**config.mk**
```make
export PLATFORM = sky130hd
export DESIGN_NAME = udp_perf_pkt_gen
export DESIGN_NICKNAME = d
export VERILOG_FILES = /design/src/rtl/udp_perf_pkg.sv /design/src/rtl/udp_perf_pkt_gen.sv
export SDC_FILE = /design/constraint.sdc
export NUM_CORES = 1
export LEC_CHECK = 0
export BUFFER_PORTS_ARGS = -buffer_cell sky130_fd_sc_hd__buf_2
export CORE_AREA = 2 2 281 283
export DETAILED_ROUTE_END_ITERATION = 6
export DIE_AREA = 0 0 283 285
export PLACE_DENSITY_LB_ADDON = 0.25
export SYNTH_ARGS = -nofsm -noshare
export SYNTH_HDL_FRONTEND = slang
export SYNTH_SLANG_ARGS = --single-unit
```
**constraint.sdc**
```tcl
create_clock -name CLK -period 17.2 [get_ports CLK]
set_clock_uncertainty 0.15 [all_clocks]
set_input_delay 0 -clock CLK [delete_from_list [all_inputs] [get_ports CLK]]
set_output_delay 0 -clock CLK [all_outputs]
set_load 0.01 [all_outputs]
```
**src/rtl/udp_perf_pkg.sv**
```systemverilog
// ============================================================================
// Package     : udp_perf_pkg
// Description : Shared definitions for the UDP performance packet generator:
//               default bus widths, generator state encoding, tdata lane
//               pattern field widths, a saturating counter helper and the
//               last-beat tkeep mask function.
// Revision    : 1.0 - initial release
// ============================================================================
`default_nettype none

package udp_perf_pkg;

    localparam int DEF_DATA_WIDTH = 512;
    localparam int DEF_KEEP_WIDTH = DEF_DATA_WIDTH / 8;

    // Upper bound on tkeep width the mask helper can produce (2048-bit bus).
    localparam int unsigned KEEP_MAX = 256;

    // Each 32-bit tdata lane carries {pkt_idx[15:0], beat_idx[15:0]}.
    localparam int PKT_IDX_W  = 16;
    localparam int BEAT_IDX_W = 16;
    localparam int LANE_W     = PKT_IDX_W + BEAT_IDX_W;

    typedef enum logic [1:0] {
        ST_IDLE = 2'd0,
        ST_SEND = 2'd1,
        ST_DONE = 2'd2
    } gen_state_t;

    // Increment that sticks at all-ones instead of wrapping.
    function automatic logic [31:0] sat_inc(input logic [31:0] value);
        return (value == 32'hFFFF_FFFF) ? value : value + 32'd1;
    endfunction

    // tkeep for the final beat of a packet: low (size mod keep_width) bits set,
    // or a full beat when the size is an exact multiple of the bus width.
    // The caller truncates the result to its own tkeep width.
    function automatic logic [KEEP_MAX-1:0] tkeep_mask(input logic [15:0] size,
                                                       input int unsigned keep_width);
        int unsigned        rem;
        logic [KEEP_MAX-1:0] mask;
        rem = 32'(size) % keep_width;
        if (rem == 0) begin
            rem = keep_width;
        end
        mask = '0;
        for (int unsigned i = 0; i < KEEP_MAX; i++) begin
            mask[i] = (i < rem);
        end
        return mask;
    endfunction

endpackage

`default_nettype wire

```
**src/rtl/udp_perf_pkt_gen.sv**
```systemverilog
// ============================================================================
// Module      : udp_perf_pkt_gen
// Description : AXI-Stream test-packet generator with run statistics.
//               A start pulse samples pkt_size/pkt_num and emits pkt_num
//               packets of pkt_size bytes; each 32-bit tdata lane carries
//               {pkt_idx[15:0], beat_idx[15:0]}. A stop pulse ends the run
//               after the packet in flight.
// Ports       : CLK, RST (async, active-high)
//               start, stop, pkt_size[15:0], pkt_num[31:0]  - run control
//               pkt_gap[7:0] (only with UDP_PKT_GEN_INTER_PKT_GAP_EN)
//               udp_tx_axis_* - generated stream (tvalid/tdata/tkeep/tlast/tuser, tready in)
//               busy, done    - run status (done is a level)
//               perf_cycle_counter, total_beat_counter, total_pkt_counter
// Config      : define UDP_PKT_GEN_INTER_PKT_GAP_EN to add pkt_gap, which
//               inserts that many tvalid-low cycles after every tlast handshake.
// Revision    : 1.0 - initial release
// ============================================================================
`default_nettype none

module udp_perf_pkt_gen
    import udp_perf_pkg::*;
#(
    parameter int DATA_WIDTH = DEF_DATA_WIDTH,
    parameter int KEEP_WIDTH = DATA_WIDTH / (DEF_DATA_WIDTH / DEF_KEEP_WIDTH)
) (
    input  logic                  CLK,
    input  logic                  RST,
    input  logic                  start,
    input  logic                  stop,
    input  logic [15:0]           pkt_size,
    input  logic [31:0]           pkt_num,
`ifdef UDP_PKT_GEN_INTER_PKT_GAP_EN
    input  logic [7:0]            pkt_gap,
`endif
    output logic                  udp_tx_axis_tvalid,
    output logic [DATA_WIDTH-1:0] udp_tx_axis_tdata,
    output logic [KEEP_WIDTH-1:0] udp_tx_axis_tkeep,
    output logic                  udp_tx_axis_tlast,
    output logic                  udp_tx_axis_tuser,
    input  logic                  udp_tx_axis_tready,
    output logic                  busy,
    output logic                  done,
    output logic [31:0]           perf_cycle_counter,
    output logic [31:0]           total_beat_counter,
    output logic [31:0]           total_pkt_counter
);

    localparam int LANES = DATA_WIDTH / LANE_W;

    gen_state_t              r_state;
    logic                    r_valid;
    logic                    r_done;
    logic                    r_stop_req;
    logic                    r_timing;
    logic [BEAT_IDX_W-1:0]   r_beat_idx;
    logic [BEAT_IDX_W-1:0]   r_beats_m1;
    logic [31:0]             r_pkt_idx;
    logic [31:0]             r_pkt_num;
    logic [KEEP_WIDTH-1:0]   r_last_keep;
    logic [7:0]              r_gap_cfg;
    logic [7:0]              r_gap_left;
    logic [31:0]             r_perf_cnt;
    logic [31:0]             r_beat_cnt;
    logic [31:0]             r_pkt_cnt;

    logic                    w_start_ok;
    logic                    w_hs;
    logic                    w_last;
    logic                    w_pkt_end;
    logic                    w_run_end;
    logic [16:0]             w_beats_total;
    logic [7:0]              w_gap;

`ifdef UDP_PKT_GEN_INTER_PKT_GAP_EN
    assign w_gap = pkt_gap;
`else
    assign w_gap = 8'd0;
`endif

    assign w_start_ok    = start && (r_state != ST_SEND);
    assign w_hs          = r_valid && udp_tx_axis_tready;
    assign w_last        = (r_beat_idx == r_beats_m1);
    assign w_pkt_end     = w_hs && w_last;
    // A stop arriving on the tlast handshake itself still ends the run there.
    assign w_run_end     = w_pkt_end &&
                           (((r_pkt_idx + 32'd1) == r_pkt_num) || r_stop_req || stop);
    assign w_beats_total = ({1'b0, pkt_size} + 17'(KEEP_WIDTH - 1)) / 17'(KEEP_WIDTH);

    always_ff @(posedge CLK or posedge RST) begin
        if (RST) begin
            r_state     <= ST_IDLE;
            r_valid     <= 1'b0;
            r_done      <= 1'b0;
            r_stop_req  <= 1'b0;
            r_timing    <= 1'b0;
            r_beat_idx  <= '0;
            r_beats_m1  <= '0;
            r_pkt_idx   <= '0;
            r_pkt_num   <= '0;
            r_last_keep <= '0;
            r_gap_cfg   <= '0;
            r_gap_left  <= '0;
            r_perf_cnt  <= '0;
            r_beat_cnt  <= '0;
            r_pkt_cnt   <= '0;
        end else if (w_start_ok) begin
            r_done      <= 1'b0;
            r_stop_req  <= 1'b0;
            r_timing    <= 1'b0;
            r_beat_idx  <= '0;
            r_pkt_idx   <= '0;
            r_pkt_num   <= pkt_num;
            r_beats_m1  <= 16'(w_beats_total - 17'd1);
            r_last_keep <= KEEP_WIDTH'(tkeep_mask(pkt_size, KEEP_WIDTH));
            r_gap_cfg   <= w_gap;
            r_gap_left  <= '0;
            r_perf_cnt  <= '0;
            r_beat_cnt  <= '0;
            r_pkt_cnt   <= '0;
            if ((pkt_size == 16'd0) || (pkt_num == 32'd0)) begin
                r_state <= ST_DONE;
                r_done  <= 1'b1;
                r_valid <= 1'b0;
            end else begin
                r_state <= ST_SEND;
                r_valid <= 1'b1;
            end
        end else if (r_state == ST_SEND) begin
            if (stop) begin
                r_stop_req <= 1'b1;
            end
            if (w_hs) begin
                r_beat_cnt <= sat_inc(r_beat_cnt);
                r_timing   <= 1'b1;
            end
            // Window opens on the first handshake and includes gap/stall cycles.
            if (w_hs || r_timing) begin
                r_perf_cnt <= sat_inc(r_perf_cnt);
            end
            if (w_pkt_end) begin
                r_pkt_cnt <= sat_inc(r_pkt_cnt);
            end

            if (w_run_end) begin
                r_state <= ST_DONE;
                r_done  <= 1'b1;
                r_valid <= 1'b0;
            end else if (w_pkt_end) begin
                r_pkt_idx  <= r_pkt_idx + 32'd1;
                r_beat_idx <= '0;
                if (r_gap_cfg != 8'd0) begin
                    r_valid    <= 1'b0;
                    r_gap_left <= r_gap_cfg;
                end
            end else if (w_hs) begin
                r_beat_idx <= r_beat_idx + 16'd1;
            end else if (!r_valid) begin
                // Inter-packet gap: resume when the last gap cycle is reached.
                if (r_gap_left <= 8'd1) begin
                    r_valid    <= 1'b1;
                    r_gap_left <= '0;
                end else begin
                    r_gap_left <= r_gap_left - 8'd1;
                end
            end
        end
    end

    generate
        for (genvar g = 0; g < LANES; g++) begin : g_lane
            assign udp_tx_axis_tdata[g*LANE_W +: LANE_W] =
                r_valid ? {r_pkt_idx[PKT_IDX_W-1:0], r_beat_idx} : '0;
        end
    endgenerate

    assign udp_tx_axis_tvalid = r_valid;
    assign udp_tx_axis_tlast  = r_valid && w_last;
    assign udp_tx_axis_tkeep  = !r_valid ? '0 :
                                (w_last ? r_last_keep : {KEEP_WIDTH{1'b1}});
    assign udp_tx_axis_tuser  = 1'b0;

    assign busy               = (r_state == ST_SEND);
    assign done               = r_done;
    assign perf_cycle_counter = r_perf_cnt;
    assign total_beat_counter = r_beat_cnt;
    assign total_pkt_counter  = r_pkt_cnt;

endmodule

`default_nettype wire

```
==> Word-level counts from Yosys, hierarchy flattened <==
Cells that the tools add are included.
{ "classes": {"n_reduce_logical": 29, "n_lt_le_gt_ge": 65, "n_eq_ne": 16, "addsub": 8, "muxes": 55} }
{ "op_table": {"columns": ["cell", "count"], "rows": [
  ["< comparator 6 x 32 -> 1 bit (first input constant)", 32],
  ["two-way mux 32 bit", 18],
  ["< comparator 5 x 32 -> 1 bit (first input constant)", 16],
  ["< comparator 4 x 32 -> 1 bit (first input constant)", 8],
  ["adder 32 x 1 -> 32 bit (second input constant)", 4],
  ["< comparator 3 x 32 -> 1 bit (first input constant)", 4],
  ["two-way mux 64 bit", 2],
  ["== test 32 bit (second input constant)", 3],
  ["two-way mux 16 bit", 5],
  ["zero test 32 bit", 2],
  ["< comparator 1 x 32 -> 1 bit (first input constant)", 2],
  ["< comparator 2 x 32 -> 1 bit (first input constant)", 2],
  ["two-way mux 8 bit", 7],
  ["== test 32 bit", 1],
  ["two-way mux 1 bit", 18],
  ["AND reduction 3 bit", 6],
  ["adder 16 x 6 -> 17 bit (second input constant)", 1],
  ["adder 16 x 1 -> 16 bit (second input constant)", 1],
  ["== test 16 bit", 1],
  ["zero test 16 bit", 1],
  ["nonzero test 2 bit", 6],
  ["subtractor 11 x 1 -> 12 bit (second input constant)", 1],
  ["inequality test 2 bit (second input constant)", 5],
  ["less-or-equal comparator 8 x 1 -> 1 bit (second input constant)", 1],
  ["13 further kinds", 26]
]} }
{ "totals": {"output_inout_bits": 677, "ff_bits": 270, "elab_cells": 187} }

==> Logic depth before layout (Yosys ltp) <==
{ "depth": {"depth_word": 8, "ltp_mapped": 13, "ltp_nobuf": 10} }

==> Least setup slack after synthesis <==
No wires, ideal clock.
{ "synth_path": {"path_type": "register to register", "from": "register r_pkt_idx[4]", "to": "register r_pkt_idx[15]", "synth_period_minus_slack_ps": 3841, "arrival_ps": 3596, "required_time_ps": 16955, "stages_incl_launch_ff": 14, "setup_ps": 95, "path_buffers": 4, "setup_slack_ps": 13359, "path_cell_list": "dfrtp_1 > buf_2 > nand3_1 > or4_1 > buf_2 > or4_1 > xnor2_1 > or4_1 > or4_4 > o21ai_4 > buf_4 > buf_6 > o211ai_1 > o31ai_1"} }
{ "synth_via": {"elab_chain_len": 7, "elab_cells_between_ends": 11, "cone_classes": "add/sub (1); eq/ne (2); mux (4); reduce/logical (4)"} }
{ "synth_rtl": {"columns": ["item", "line_no", "text"], "rows": [
  ["start: declaration", "udp_perf_pkt_gen.sv:57", "logic [31:0] r_pkt_idx;"],
  ["start signal: assignment", "udp_perf_pkt_gen.sv:149", "r_pkt_idx <= r_pkt_idx + 32'd1;"],
  ["adder 32 x 1 -> 32 bit (*)", "udp_perf_pkt_gen.sv:86, udp_perf_pkt_gen.sv:149", null],
  ["== test 32 bit", "udp_perf_pkt_gen.sv:86", "(((r_pkt_idx + 32'd1) == r_pkt_num) || r_stop_req || stop);"],
  ["logical OR 1 bit (2 in a row)", "udp_perf_pkt_gen.sv:86", null],
  ["logical AND 1 bit", "udp_perf_pkt_gen.sv:85", "assign w_run_end = w_pkt_end &&"],
  ["inequality test 2 bit (no source line)", null, null],
  ["AND reduction 3 bit (no source line)", null, null]
]} }
Every way passes the cells marked *; elsewhere a longest branch is shown, timed or not. The select of a mux whose other input is x is not followed.
A chain may end at the register's enable or synchronous reset.

==> Worst setup path in the final report <==
{ "layout_path": {"from": "register r_pkt_idx[4]", "to": "register r_pkt_idx[12]"} }
Same word-level chain as after synthesis.

==> qor.yml <==
status: "finished, final reports clean"
met1_usage_pct: 18.55
power.leakage_nw: 11.05
synth.ff_latch_count: 265
worstPathArrival_ps: 5170
routed_wl_um: 60230
vias_per_cell: 4.307
slew_headroom_pct: 24.24
post_synth.cell_area_avg_um2: 8.198
dieArea_um2: 80660
io_buffers: 728
postSynth.asyncResetShare_pct: 100.0
p_total_mw: 2.618
slew_viol_final: 0
start_util_pct: 23.31
p_switching_mw: 1.020
min_to: "r_pkt_num[24]"
die_h_um: 285
ant_nets: 0
synthCells: 2217
clkSinkCount: 265
rows: 103
seqPwrFrac_pct: 33.8
grt_pass1_wl_um: 90570
antenna_found_initial: 7
cap_violations: 0
p_per_area_nw_per_um2: 123.3
cts_buffers: 37
fin_crit_sh_pct: 28.14
comb_power_share_pct: 34.4
track_usage_pct: 14.17
worst_setup_path_end_kind: "flip-flop"
holdPathStages: 4
drtIter0Drc: 882
ir_drop_mv: 0.06495
nets: 2543
synth_flop_cell: "dfrtp_1"
synth_cell_types: 71
gp_congestion: 0.8094
fillers: 8478
gr-usage-met2_pct: 23.57
rsz0062_at_grt: "no"
worstPathMaxFanout: 33
busiest_layer: "met2"
start_kind: "flip-flop"
fin_tns_setup_ps: 0
intPower_mw: 1.598
gr-total-overflow: 0
worstPathRequired_ps: 17530
syn_area_um2: 18170
place_hpwl_um: 44160
cts_root_buf: "clkbuf_16"
ys_warn_count: 0
r2r.worst_path.cells: 10
grt_max_degree: 94
worst_hold_startpoint: "pkt_num[24]"
met3_usage_pct: 3.624
cts-resized-gates: 0
synth.net_count: 2278
clockBufferDepth: 3
io_pins: 730
r2r_start: "r_pkt_idx[4]"
vias: 15360
areaGrowthSynthToFinish_pct: 16.85
clock_latency_ps: 550
r2r_end: "r_pkt_idx[12]"
hold_path.class: "input port to flip-flop"
crit_type: "flip-flop to flip-flop"
finalHoldViolations: 0
finalSetupViolations: 0
period_needed_ps: 4839
drive_gt1_share_pct: 33.13
yosysSeqAreaShare_pct: 36.49
worst_slack_ps: 12360
cts_max_level: 2
dpl_worst_slack_ps: 12390
core-area_um2: 77970
path_clk_slew_ps: 60
die_x_um: 283
wl_per_cell_um: 16.89
fmax_ghz: 0.2066
clkPwrFrac_pct: 31.8
reg2reg_setup_slack_ps: 12360
grt_pass1_vias: 14200
cts_tree: "yes"
synth_edf_count: 0
drt-pass1-iter-count: 5
switching_share_pct: 38.95
worst_pin_slew_ps: 1124
drc: 0
-- cells in the mapped netlist, drive strengths merged, types with 5 or more instances --
master	count	area [um^2]
buf	497	3707
nor2	295	1107
nand2	274	1028
dfrtp	265	6631
o21ai	91	474.2
clkbuf	88	330.3
xor2	75	656.9
xnor2	62	543.0
a21oi	56	280.3
nand3	54	270.3
and2	46	287.8
nand4	38	250.2
nor3	37	185.2
or3	36	225.2
a31oi	31	193.9
nor4	27	190.2
inv	26	97.59
and3	21	131.4
a21o	20	150.1
o211ai	18	135.1
o31ai	16	120.1
and4	15	131.4
nand2b	14	87.58
mux2i	13	130.1
or4	12	93.84
o22ai	10	62.56
ha	8	100.1
or2	8	50.05
o21a	7	52.55
a211oi	6	45.04
nor2b	5	31.28
-- area by class of cell --
class / instances / area, um^2 / area share (%)
Clock inverter: 23 / 291.5 / 1.373
Clock buffer: 45 / 1027 / 4.837
Inverter: 28 / 112.6 / 0.5303
Sequential cell: 265 / 6631 / 31.23
Antenna cell: 4 / 10.01 / 0.04713
Tap cell: 1050 / 1314 / 6.186
Multi-Input combinational cell: 1339 / 7416 / 34.92
Timing Repair Buffer: 811 / 4434 / 20.88
-- kinds of logic after synthesis --
| logic type | count (synthesis) | synth area share [%] |
|---|---|---|
| compound gates | 286 | 9.872 |
| simple gates | 893 | 22.90 |
| other cells | 1 | 0.02063 |
| fa+ha+maj | 8 | 0.5508 |
| buf+inv | 613 | 22.79 |
| flops | 265 | 36.49 |
| mux | 14 | 0.7779 |
| xor+xnor | 137 | 6.602 |
-- power by group through the flow --
stage / Clock [mW] / Sequential [mW] / Combinational [mW]
floorplan: 0 / 0.855 / 0.661
global placement: 0 / 0.898 / 0.902
detailed placement: 0 / 0.895 / 0.901
CTS: 0.859 / 0.887 / 0.921
global route: 0.882 / 0.904 / 1.01
finish: 0.831 / 0.885 / 0.902
-- per-layer routing --
metal | vias up | share of wire [%]
met3 | 62 | 6.4
li1 | 7460 | -
met2 | 490 | 47
met1 | 7336 | 45
met5 | - | 0.080
met4 | 8 | 1.5
-- metrics by stage --
step,instances,instance area [um^2],hold slack [ps],utilization [%]
finish,3565,21240,46.08,27.24
global route,3563,21230,38.70,27.23
CTS,3561,21230,1.256,27.22
detailed placement,3426,19240,-10.81,24.67
global placement,3426,19240,-8.045,24.67
floorplan,2217,18170,-44.56,-
-- layout by cell type, fill, tap and decap left out, drive strengths merged, types with 38 or more instances in the layout --
cell type	n
o21ai	91
and2	46
nand3	54
clkbuf	45
nor2	295
buf	744
nand2	274
nand4	38
a21oi	56
dlygate4sd3	67
dfrtp	265
xnor2	62
xor2	75
-- critical path, stage by stage, from the launching register on --
cell,delay [ps]
dfrtp_1,480
nand3_1,270
or4_1,810
or4_1,670
xnor2_1,150
or4_1,470
or4_4,480
o21ai_4,490
buf_4,440
or3_1,180
mux2i_1,170
-- flip-flops by register name, indices dropped and copies added, names as in the netlist, 8 cells and up --
name                cells
total_pkt_counter      32
r_pkt_num              32
r_gap_left              8
r_last_keep            64
total_beat_counter     32
r_beat_idx             16
perf_cycle_counter     32
r_pkt_idx              32
r_beats_m1             12
-- worst max path at each step --
stage,startpoint,to
global placement,r_pkt_idx[4],r_pkt_idx[1]
global route,r_pkt_idx[4],r_pkt_idx[12]
detailed placement,r_pkt_idx[4],r_pkt_idx[1]
floorplan,RST,done
CTS,r_pkt_idx[4],r_pkt_idx[12]
finish,r_pkt_idx[4],r_pkt_idx[12]
-- timing repair --
action                    4_1_cts  5_1_grt
hold buffers                   67        0
setup buffers                   0        0
hold endpoints to repair      207        0
Note: power is estimated with default switching activity, not from simulation.
